**src/rtl/sort_drain.sv**
```systemverilog
// Snapshot-and-stream reader for the systolic insertion sorter.
// Waits for quiet cells, captures them, then emits occupied entries in index order.
module sort_drain #(
    parameter int SORTB      = 8,
    parameter int METAB      = 32,
    parameter int DEPTH      = 8,
    parameter int BEST_FIRST = 1,
    parameter int IW         = $clog2(DEPTH),
    parameter int CW         = $clog2(DEPTH + 1)
) (
    input  logic                        clk,
    input  logic                        rst_n,
    input  logic [DEPTH-1:0][SORTB-1:0] data_i,
    input  logic [DEPTH-1:0][METAB-1:0] metadata_i,
    input  logic [DEPTH-1:0]            occupied_i,
    input  logic [DEPTH-1:0]            updating_i,
    input  logic                        start_i,
    input  logic                        flush_i,
    output logic [SORTB-1:0]            data_o,
    output logic [METAB-1:0]            metadata_o,
    output logic [IW-1:0]               index_o,
    output logic                        valid_o,
    input  logic                        ready_i,
    output logic                        last_o,
    output logic                        busy_o,
    output logic                        done_o,
    output logic [CW-1:0]               count_o
);

    typedef enum logic [1:0] {IDLE, WAIT_QUIET, STREAM, DONE} state_t;

    state_t                      state;
    state_t                      state_nx;
    logic [DEPTH-1:0][SORTB-1:0] snap_data;
    logic [DEPTH-1:0][METAB-1:0] snap_meta;
    logic [DEPTH-1:0]            pending;
    logic [DEPTH-1:0]            mask_nx;
    logic [IW-1:0]               sel;
    logic                        capture;
    logic                        hs;
    logic                        one_left;

    assign capture = (state == WAIT_QUIET) && (updating_i == '0);
    assign hs      = valid_o && ready_i;
    assign busy_o  = (state != IDLE);
    assign done_o  = (state == DONE);

    // pending holds every not-yet-accepted bit, including the beat on the bus
    always_comb begin
        mask_nx = pending;
        if (capture) begin
            mask_nx = occupied_i;
        end else if (hs) begin
            mask_nx[index_o] = 1'b0;
        end
    end

    always_comb begin
        sel = '0;
        if (BEST_FIRST != 0) begin
            for (int i = 0; i < DEPTH; i++)
                if (mask_nx[i]) sel = IW'(i);
        end else begin
            for (int i = DEPTH - 1; i >= 0; i--)
                if (mask_nx[i]) sel = IW'(i);
        end
    end

    assign one_left = (mask_nx != '0) &&
                      ((mask_nx & (mask_nx - DEPTH'(1))) == '0);

    always_ff @(posedge clk or negedge rst_n) begin
        if (!rst_n) state <= IDLE;
        else        state <= state_nx;
    end

    always_comb begin
        state_nx = state;
        if (flush_i) begin
            state_nx = IDLE;
        end else begin
            case (state)
                IDLE:       if (start_i) state_nx = WAIT_QUIET;
                WAIT_QUIET: if (capture)
                                state_nx = (occupied_i != '0) ? STREAM : DONE;
                STREAM:     if (hs && last_o) state_nx = DONE;
                DONE:       state_nx = IDLE;
                default:    state_nx = IDLE;
            endcase
        end
    end

    always_ff @(posedge clk or negedge rst_n) begin
        if (!rst_n) begin
            snap_data  <= '0;
            snap_meta  <= '0;
            pending    <= '0;
            data_o     <= '0;
            metadata_o <= '0;
            index_o    <= '0;
            valid_o    <= 1'b0;
            last_o     <= 1'b0;
            count_o    <= '0;
        end else if (flush_i) begin
            pending <= '0;
            valid_o <= 1'b0;
            last_o  <= 1'b0;
        end else begin
            if (state == IDLE && start_i) count_o <= '0;
            if (capture) begin
                snap_data <= data_i;
                snap_meta <= metadata_i;
            end
            if (capture || hs) begin
                pending <= mask_nx;
                valid_o <= (mask_nx != '0);
                last_o  <= one_left;
                if (mask_nx != '0) begin
                    index_o    <= sel;
                    data_o     <= capture ? data_i[sel] : snap_data[sel];
                    metadata_o <= capture ? metadata_i[sel] : snap_meta[sel];
                end
            end
            if (hs) count_o <= count_o + CW'(1);
        end
    end

endmodule

```
**config.mk**
```make
export PLATFORM = sky130hd
export DESIGN_NAME = sort_drain
export DESIGN_NICKNAME = d
export VERILOG_FILES = /design/src/rtl/sort_drain.sv
export SDC_FILE = /design/constraint.sdc
export NUM_CORES = 1
export LEC_CHECK = 0
export CORE_MARGIN = 3
export CORE_UTILIZATION = 55
export CTS_CLUSTER_SIZE = 40
export DETAILED_ROUTE_END_ITERATION = 12
export DONT_BUFFER_PORTS = 1
export PLACE_DENSITY = 0.7
export SLEW_MARGIN = 5
export SYNTH_ARGS = -nofsm -noshare
export SYNTH_HDL_FRONTEND = slang
export SYNTH_SLANG_ARGS = --single-unit
```
**constraint.sdc**
```tcl
create_clock -name clk -period 4.3 [get_ports clk]
set_clock_uncertainty 0.05 [all_clocks]
set_input_delay 0.645 -clock clk [delete_from_list [all_inputs] [get_ports clk]]
set_output_delay 0.645 -clock clk [all_outputs]
set_load 0.02 [all_outputs]
```
### Word-level counts from Yosys, hierarchy flattened

Index checks and enable logic that the tools add are counted.

* flip-flop bits (word level): 379
* output and inout port bits: 51
* word-level logic and storage cells: 93

* $add $sub $neg: 2
* magnitude comparators: 3
* equality and inequality tests: 6
* multiplexer cells: 35
* bitwise gates (word level): 4
* reductions and logical operators: 19

Operators with widths (count)
* 32-bit binary-select mux with 3-bit select: 2
* 32-bit 2-to-1 mux: 3
* 8-bit 2-to-1 mux: 7
* 8-bit binary-select mux with 3-bit select: 2
* 3-bit 2-to-1 mux: 6
* 8-bit AND: 2
* 8-bit zero test: 2
* 8-bit nonzero test: 2
* 3-bit != test, second input constant: 3
* 3-bit by 4-bit < comparator with 1-bit output, second input constant: 2
* 2-bit 2-to-1 mux: 4
* 4-bit 2-to-1 mux: 2
* 8-bit NOT: 1
* 2-bit one-hot mux with 4 select lines: 1
* 8-bit by 1-bit subtractor with 8-bit output, second input constant: 1
* 1-bit 2-to-1 mux: 7
* 1-bit logical AND: 6
* 3-bit AND reduction: 2
* 2-bit nonzero test: 3
* 4-bit by 1-bit adder with 4-bit output, second input constant: 1
* 2-bit == test, second input constant: 2
* 2-bit AND reduction: 2
* 1-bit demux with 3-bit select: 1
* 3-bit by 1-bit greater-or-equal comparator with 1-bit output, second input constant: 1
* 4 further kinds: 4

### Logic depth before layout (Yosys ltp)

Gate-level depths: netlist of run 1.

* depth in word-level cells: 18
* mapped depth: 13
* mapped depth without buffers: 10

### Least setup slack after synthesis of run 1

No wires, ideal clock.

* path type: reg2reg
* start: register state[1]
* end: register metadata_o[18]
* setup time: 92 ps
* arrival: 2777 ps
* data required time: 4158 ps
* slack: 1381 ps
* stages on the path, launching flop included: 14
* path buffers: 4
* cell sequence: dfrtp_1 inv_1 ha_1 nor3b_2 and3_1 buf_6 o31ai_2 nand2_1 o21ai_2 buf_2 buf_2 clkbuf_1 nand2_1 o31ai_2

* cells in the longest elaborated chain, start to end: 13

RTL lines
* start, declared: RTL line 32 `state_t state;`
* start signal, assigned: RTL line 74 `else state <= state_nx;`
* 2-bit by 1-bit == test with 1-bit output *: RTL line 43 `assign capture = (state == WAIT_QUIET) && (updating_i == '0);`
* 1-bit logical AND *: RTL line 43
* 8-bit 2-to-1 mux: RTL line 51 `if (capture) begin`
* 1-bit 2-to-1 mux: RTL line 62 `if (mask_nx[i]) sel = IW'(i);`
* 3-bit 2-to-1 mux (6 in a row): RTL line 62
* 32-bit binary-select mux with 3-bit select: RTL line 121 `metadata_o <= capture ? metadata_i[sel] : snap_meta[sel];`
* 32-bit 2-to-1 mux (implied by the code): RTL line 121
* 32-bit 2-to-1 mux: RTL line 121
* end signal, assigned: RTL line 121
* end, declared: RTL line 20 `output logic [METAB-1:0] metadata_o,`

Mark *: on every way between the ends. The rest lies on a longest branch, timed or not. The select of a mux whose other input is x is not followed.
A chain may end at the register's enable or synchronous reset.

### Final worst setup path of run 1

* start: register state[1]
* end: register data_o[6]

* cells in the longest elaborated chain, start to end: 13

RTL lines
* 2-bit by 1-bit == test with 1-bit output *: RTL line 43
* 1-bit logical AND *: RTL line 43
* 8-bit 2-to-1 mux: RTL line 51
* 1-bit 2-to-1 mux: RTL line 62
* 3-bit 2-to-1 mux (6 in a row): RTL line 62
* 8-bit binary-select mux with 3-bit select: RTL line 120 `data_o <= capture ? data_i[sel] : snap_data[sel];`
* 8-bit 2-to-1 mux (implied by the code): RTL line 120
* 8-bit 2-to-1 mux: RTL line 120
* end signal, assigned: RTL line 120
* end, declared: RTL line 19 `output logic [SORTB-1:0] data_o,`

Marks and branches as above.

==> results.md, run 1 <==
* Net count of the finished layout at 2032
* Final setup viols at 0
* Unrepaired setup endpoints after global routing: no
* Number of unique standard cell types used by synthesis at 63
* Slew Limit Headroom at 0.0384
* Highest fanout seen on the critical path at 17
* Warnings, synthesis at 0
* Proportion of power drawn by flip-flops and latches at 0.499
* Setup ws final at 0.563 ns
* Worst slack at placement at 0.660 ns
* Clock edge transition at the registers on the reported setup and hold paths at 0.06 ns
* DR DRC count at 0
* Clock period minus final worst setup slack at 3.74 ns
* Cell-internal power at 5.81 mW
* Instance count of the mapped netlist at 1737
* Vert. Die Dim at 193 um
* Maximum clock path buffer count at 3
* Total of flip-flops plus latches after synthesis at 379
* Type of the worst min-delay path: input pin to async pin
* Switching power share of the total at 0.222
* Asr flop ratio synth at 1.00
* Failing checks: hold timing
* CTS tree: built
* Crit path capture type: flip-flop
* Sinks on Clock Net at 379
* Run status: finished, violations left
* Leakage power of the design at 10.2 nW
* Placeable core area at 34000 um^2
* Detailed router's first-iteration violation count at 1320
* Via count at 15100
* Overall power of the completed layout at 7.46 mW
* Die Footprint at 37400 um^2
* FILL cells at 2710
* Post-Syn Nets at 2084
* Routability congestion estimate from global placement at 0.946
* Standard-cell rows at 67
* Per-cell via count in the routed design at 6.96
* Number of pins with negative max-slew slack in the final report at 0
* Max Clk Rate at 0.268 GHz
* Syn Area/Cell at 11.1 um^2
* Post-synth EDFFs at 0
* Area growth from synthesis to layout at 9.71%
* Net switching power figure at 1.66 mW
* Placement Cell Area at 19900 um^2
* Area taken by multi-input logic gates at 9320 um^2
* Final Hold Vio Count at 234
* CP Data Required Time at 4.72 ns
* Antenna-violating nets left at 0
* Clock Latency Late Sink at 0.55 ns
* Startpoint-to-endpoint class of the critical path: flip-flop to flip-flop
* First-pass GRT wire length at 95.1 mm
* Commonest register cell after synthesis: sky130_fd_sc_hd__dfrtp_1
* Via count of the first global-routing pass at 15600
* Layout cells sized above 1 at 0.273
* Pre-antenna DRT Iters at 6
* Share of the yosys chip area belonging to registers at 0.491
* Setup TNS at 0 ns
* Combined flip-flop and latch cell area at 9480 um^2
* Overall track demand over capacity in global routing at 0.323
* Pin count of the biggest net entering global routing at 380
* H-tree depth at 2
* Number of buffers created by CTS at 41
* Routed wire per std cell at 28.8 um
* Clock network fraction of design power at 0.460
* Final wirelength at 62.3 mm
* Quantity of I/O buffers inserted on ports at 0
* Cell area after synthesis at 19300 um^2
* Final core utilization at 0.622
* Power per cell area at 353 nW/um^2
* Worst hold-check slack at -0.242 ns
* Part of the total power dissipated in combinational logic at 0.041
* I/O pin count at 392
* Global-route congestion overflow total at 0
* DP HPWL at 40.7 mm
* Number of antenna violations at the first check in global routing at 0
* Type of origin of the critical path: flip-flop
* Initial core utilization at 0.567
* Crit path arrival time at 4.16 ns
* Least-Margin Pin Slew at 1.44 ns
* Library cell used as clock root buffer: sky130_fd_sc_hd__clkbuf_16
* Post-route cell area at 21200 um^2
* Die X-Extent at 193 um
* IR Drop Worst-Case VDD at 0.295 mV
* Maximum Capacitance Violations at 0
* Post-route clock period utilization at 0.869
## stage by stage
step / hold WS, ns / cells
6_report: -0.242 / 2164
5_1_grt: -0.269 / 2162
4_1_cts: -0.263 / 2162
3_5_place_dp: 0.310 / 2090
3_3_place_gp: 0.307 / 2090
2_1_floorplan: 0.299 / 1737
## worst max-delay path, stage by stage, from the launching register on
cell and delay (ns):
sky130_fd_sc_hd__dfrtp_1 0.42, sky130_fd_sc_hd__inv_1 0.12, sky130_fd_sc_hd__ha_1 0.24, sky130_fd_sc_hd__nor3b_2 0.30
sky130_fd_sc_hd__nand3_2 0.22, sky130_fd_sc_hd__buf_4 0.27, sky130_fd_sc_hd__a21oi_1 0.21, sky130_fd_sc_hd__a2111oi_2 0.13
sky130_fd_sc_hd__a21oi_4 0.74, sky130_fd_sc_hd__buf_4 0.44, sky130_fd_sc_hd__a211oi_1 0.09, sky130_fd_sc_hd__a311o_1 0.32
sky130_fd_sc_hd__o21ai_1 0.11
## state kept, by name, indices dropped and copies added, names as in the netlist
| name | count |
|---|---|
| metadata_o | 32 |
| valid_o | 1 |
| state | 2 |
| count_o | 4 |
| snap_meta | 256 |
| last_o | 1 |
| data_o | 8 |
| snap_data | 64 |
| index_o | 3 |
| pending | 8 |
## power by group through the flow
stage / logic, mW / clock network, mW / registers [mW]
2_1_floorplan: 0.253 / 0 / 3.77
3_5_place_dp: 0.309 / 0 / 3.78
3_3_place_gp: 0.292 / 0 / 3.78
5_1_grt: 0.339 / 3.64 / 3.73
6_report: 0.310 / 3.43 / 3.72
4_1_cts: 0.310 / 3.48 / 3.72
## cell usage after synthesis (3+ instances only)
master | n | area (um^2)
sky130_fd_sc_hd__o21ai_0 | 15 | 75.1
sky130_fd_sc_hd__a32o_1 | 38 | 380
sky130_fd_sc_hd__ha_1 | 6 | 75.1
sky130_fd_sc_hd__clkbuf_1 | 113 | 424
sky130_fd_sc_hd__o31ai_1 | 40 | 300
sky130_fd_sc_hd__nor3_1 | 4 | 20.0
sky130_fd_sc_hd__nor2_1 | 30 | 113
sky130_fd_sc_hd__o31ai_2 | 4 | 50.1
sky130_fd_sc_hd__o21a_1 | 5 | 37.5
sky130_fd_sc_hd__o21ai_1 | 39 | 195
sky130_fd_sc_hd__a31oi_1 | 41 | 257
sky130_fd_sc_hd__mux2_2 | 323 | 3640
sky130_fd_sc_hd__buf_1 | 4 | 15.0
sky130_fd_sc_hd__a311oi_1 | 39 | 342
sky130_fd_sc_hd__buf_2 | 17 | 85.1
sky130_fd_sc_hd__a21oi_1 | 16 | 80.1
sky130_fd_sc_hd__nand4_1 | 5 | 31.3
sky130_fd_sc_hd__a221oi_1 | 30 | 263
sky130_fd_sc_hd__nor4_1 | 4 | 25.0
sky130_fd_sc_hd__buf_8 | 3 | 45.0
sky130_fd_sc_hd__o31a_1 | 3 | 26.3
sky130_fd_sc_hd__o221ai_1 | 3 | 26.3
sky130_fd_sc_hd__dfrtp_1 | 379 | 9480
sky130_fd_sc_hd__and3_1 | 5 | 31.3
sky130_fd_sc_hd__a221oi_2 | 9 | 135
sky130_fd_sc_hd__nand2b_1 | 4 | 25.0
sky130_fd_sc_hd__nand2_1 | 304 | 1140
sky130_fd_sc_hd__nand3_1 | 8 | 40.0
sky130_fd_sc_hd__mux2i_1 | 80 | 801
sky130_fd_sc_hd__inv_1 | 8 | 30.0
sky130_fd_sc_hd__a22o_1 | 3 | 26.3
sky130_fd_sc_hd__o22ai_1 | 118 | 738
## layout by cell type, fill, tap and decap left out, types with 4 or more instances in the layout
| cell | Yosys | final |
|---|---|---|
| sky130_fd_sc_hd__a21oi_1 | 16 | 14 |
| sky130_fd_sc_hd__a221oi_1 | 30 | 30 |
| sky130_fd_sc_hd__a221oi_2 | 9 | 9 |
| sky130_fd_sc_hd__a311oi_1 | 39 | 39 |
| sky130_fd_sc_hd__a31oi_1 | 41 | 41 |
| sky130_fd_sc_hd__a32o_1 | 38 | 38 |
| sky130_fd_sc_hd__and3_1 | 5 | 4 |
| sky130_fd_sc_hd__buf_12 | 0 | 11 |
| sky130_fd_sc_hd__buf_4 | 1 | 34 |
| sky130_fd_sc_hd__clkbuf_1 | 113 | 13 |
| sky130_fd_sc_hd__clkbuf_16 | 0 | 42 |
| sky130_fd_sc_hd__clkbuf_8 | 0 | 11 |
| sky130_fd_sc_hd__clkinv_2 | 0 | 4 |
| sky130_fd_sc_hd__dfrtp_1 | 379 | 379 |
| sky130_fd_sc_hd__ha_1 | 6 | 6 |
| sky130_fd_sc_hd__inv_1 | 8 | 8 |
| sky130_fd_sc_hd__mux2_2 | 323 | 323 |
| sky130_fd_sc_hd__mux2i_1 | 80 | 79 |
| sky130_fd_sc_hd__nand2_1 | 304 | 301 |
| sky130_fd_sc_hd__nand3_1 | 8 | 7 |
| sky130_fd_sc_hd__nand4_1 | 5 | 5 |
| sky130_fd_sc_hd__nor2_1 | 30 | 27 |
| sky130_fd_sc_hd__nor3_1 | 4 | 4 |
| sky130_fd_sc_hd__nor4_1 | 4 | 4 |
| sky130_fd_sc_hd__o21a_1 | 5 | 5 |
| sky130_fd_sc_hd__o21ai_0 | 15 | 14 |
| sky130_fd_sc_hd__o21ai_1 | 39 | 39 |
| sky130_fd_sc_hd__o22ai_1 | 118 | 118 |
| sky130_fd_sc_hd__o31ai_1 | 40 | 40 |
## layout make-up
class / count / share of cell area
diodes: 2 / 0.000236
multi-input cells: 1210 / 0.440
well taps: 448 / 0.0265
flip-flops and latches: 379 / 0.448
repair buffers: 45 / 0.0225
clock inverters: 6 / 0.00213
inverters: 8 / 0.00142
clock buffers: 66 / 0.0591
## routing by layer
layer / vias up / part of all wire / track usage
li1: 6434 / - / -
met3: 152 / 0.11 / 0.118
met1: 7713 / 0.39 / 0.410
met2: 773 / 0.46 / 0.511
met4: 0 / 0.039 / 0.119
met5: - / 0 / 0
## path summary, 6_finish.rpt
check | slack (ns) | cells past startpoint | endpoint | from
min reg2reg | 0.45 | 1 | snap_meta[88] | snap_meta[88]
min | -0.24 | 0 | count_o[1] | rst_n
max | 0.56 | 12 | data_o[6] | state[1]
max reg2reg | 0.56 | 12 | data_o[6] | state[1]
min in group clk | 0.12 | 1 | pending[0] | flush_i
max in group asynchronous | 3.28 | 0 | pending[4] | rst_n
## timing repair
action / 4_1_cts / 5_1_grt
setup buffers: 0 / 0
endpoints found under the hold margin: 379 / 379
resized for setup: 0 / 0
## cells by family (layout without fill, tap and decap cells)
logic type               after synthesis  in the layout  synth area share
adder cells (fa/ha/maj)                7              7           0.00441
flip-flops                           379            379             0.491
multiplexers                         403            403             0.230
AND/OR/NAND/NOR                      377            377            0.0803
AO/OA/AOI/OAI                        423            423             0.161
buffers and inverters                148            125            0.0326
other                                  0              2                 0
(Power assumes the default switching activity.)
==> inputs of run 2 (changes only) <==
==> constraint.sdc (replaced) <==
create_clock -name clk -period 4.1 [get_ports clk]
set_clock_uncertainty 0.05 [all_clocks]
set_input_delay 0.615 -clock clk [delete_from_list [all_inputs] [get_ports clk]]
set_output_delay 0.615 -clock clk [all_outputs]
set_load 0.02 [all_outputs]
==> results.md, run 2 (synthesis results as in run 1) <==
* Failing checks: hold timing
* Type of the worst min-delay path: input pin to async pin
* Area growth from synthesis to layout at 10.6%
* CP Data Required Time at 4.46 ns
* Library cell used as clock root buffer: sky130_fd_sc_hd__clkbuf_16
* Pre-antenna DRT Iters at 5
* Setup ws final at 0.559 ns
* Crit path arrival time at 3.90 ns
* Final setup viols at 0
* Number of pins with negative max-slew slack in the final report at 0
* DR DRC count at 0
* IR Drop Worst-Case VDD at 0.339 mV
* Via count at 14900
* Standard-cell rows at 67
* Pin count of the biggest net entering global routing at 380
* Post-route clock period utilization at 0.864
* Number of buffers created by CTS at 42
* Setup TNS at 0 ns
* Placeable core area at 34000 um^2
* Number of buffers added for setup after CTS at 0
* Most common library cell in the layout ignoring fill and taps: sky130_fd_sc_hd__dfrtp_1
* Overall track demand over capacity in global routing at 0.314
* Largest registers: snap_meta x256, snap_data x64, metadata_o x32
* Routability congestion estimate from global placement at 0.897
* Highest fanout seen on the critical path at 18
* Sinks on Clock Net at 379
* Maximum Capacitance Violations at 0
* Worst r2r dst: data_o[7]
* Worst slack at placement at 0.635 ns
* Slew Limit Headroom at 0.375
* Number of flip-flops in the largest register at 256
* Die X-Extent at 193 um
* Detailed router's first-iteration violation count at 1366
* Leakage power of the design at 10.3 nW
* Number of antenna violations at the first check in global routing at 0
* Path depth of the worst reg2reg path at 10
* Power per cell area at 380 nW/um^2
* Flop-to-flop setup slack at 0.56 ns
* Clock edge transition at the registers on the reported setup and hold paths at 0.06 ns
* Final wirelength at 60.6 mm
* Clock period minus final worst setup slack at 3.54 ns
* Antenna cells at 0
* Layout cells sized above 1 at 0.278
* CTS tree: built
* Net count of the finished layout at 2036
* Critical Path Slowest Stage Cell: sky130_fd_sc_hd__a2111oi_2
* Routed wire per std cell at 27.9 um
* Maximum clock path buffer count at 3
* Max Clk Rate at 0.282 GHz
* H-tree depth at 2
* Maximum single-stage delay on the critical path at 0.74 ns
* First-pass GRT wire length at 93.3 mm
* Commonest cells after routing, fill and taps aside: sky130_fd_sc_hd__dfrtp_1 (379), sky130_fd_sc_hd__mux2_2 (323), sky130_fd_sc_hd__nand2_1 (301), sky130_fd_sc_hd__o22ai_1 (118), sky130_fd_sc_hd__mux2i_1 (79)
* Least-Margin Pin Slew at 0.938 ns
* Initial core utilization at 0.567
* Final Hold Vio Count at 379
* Crit path capture type: flip-flop
* Clock Latency Late Sink at 0.54 ns
* Reg-to-Reg Start: state[1]
* Global-route congestion overflow total at 0
* Critical Path, Cell by Cell: inv_1, ha_1, nor3b_2, and3_1, nor2_1, a2111oi_2, nand2_2, buf_4, o21ai_1, o31ai_1
* Per-cell via count in the routed design at 6.87
* DP HPWL at 39.7 mm
* Type of origin of the critical path: flip-flop
* Run status: finished, violations left
* Unrepaired setup endpoints after global routing: no
* Vert. Die Dim at 193 um
* Startpoint-to-endpoint class of the critical path: flip-flop to flip-flop
* Die Footprint at 37400 um^2
* I/O pin count at 392
* Quantity of I/O buffers inserted on ports at 0
* Register name with the most flops: snap_meta
* Via count of the first global-routing pass at 15500
* Worst hold-check slack at -0.266 ns
* Antenna-violating nets left at 0
run 2: power by group:
| group | leakage (nW) | total (mW) | switching [mW] | internal (mW) |
|---|---|---|---|---|
| registers | 5.28 | 3.90 | 0.0618 | 3.84 |
| clock network | 0.713 | 3.90 | 1.51 | 2.39 |
| logic | 4.32 | 0.317 | 0.153 | 0.164 |
| total | 10.3 | 8.12 | 1.72 | 6.39 |
run 2: cell type report:
class | count | area (um^2)
Timing Repair Buffer | 48 | 498
Sequential cell | 379 | 9480
Tap cell | 448 | 561
Multi-Input combinational cell | 1210 | 9320
Clock inverter | 8 | 119
Fill cell | 2729 | 12700
Clock buffer | 69 | 1320
Inverter | 8 | 30.0
run 2: repair_timing:
| item | in CTS | in global routing |
|---|---|---|
| hold endpoints to repair | 379 | 379 |
| resized for setup | 0 | 0 |
| endpoints found under the setup margin | 0 | 0 |
run 2: how the worst max path moves through the flow:
stage | start | end | slack (ns)
after floorplan | state[1] | metadata_o[18] | 1.18
after global placement | state[1] | data_o[7] | 0.71
after detailed placement | state[1] | metadata_o[15] | 0.63
after CTS | state[1] | metadata_o[12] | 0.64
after global routing | state[1] | metadata_o[8] | 0.35
final | state[1] | data_o[7] | 0.56
run 2: critical path: cells and delay by family (launching register included):
kind                       cells  cell delay [ns]
DFF                            1             0.43
and+or+nand+nor                4             1.13
adders and majority gates      1             0.24
AOI/OAI and AO/OA              3             1.03
buffers and inverters          2             0.51
run 2: metal layers:
metal | wire [um] | track usage | vias up
met5 | 0 | 0 | -
met4 | 2030 | 0.106 | 0
met3 | 7420 | 0.107 | 132
met2 | 27800 | 0.495 | 803
met1 | 23400 | 0.410 | 7524
li1 | - | - | 6446
run 2: per-stage QoR:
step	total power, mW	instance area [um^2]	hold slack, ns	utilization	std cells
after floorplan	4.22	19300	0.269	-	1737
after global placement	4.27	19900	0.277	0.585	2093
after detailed placement	4.28	19900	0.279	0.585	2093
after CTS	8.16	21300	-0.278	0.627	2170
after global routing	8.38	21300	-0.281	0.627	2170
final	8.12	21300	-0.266	0.627	2170
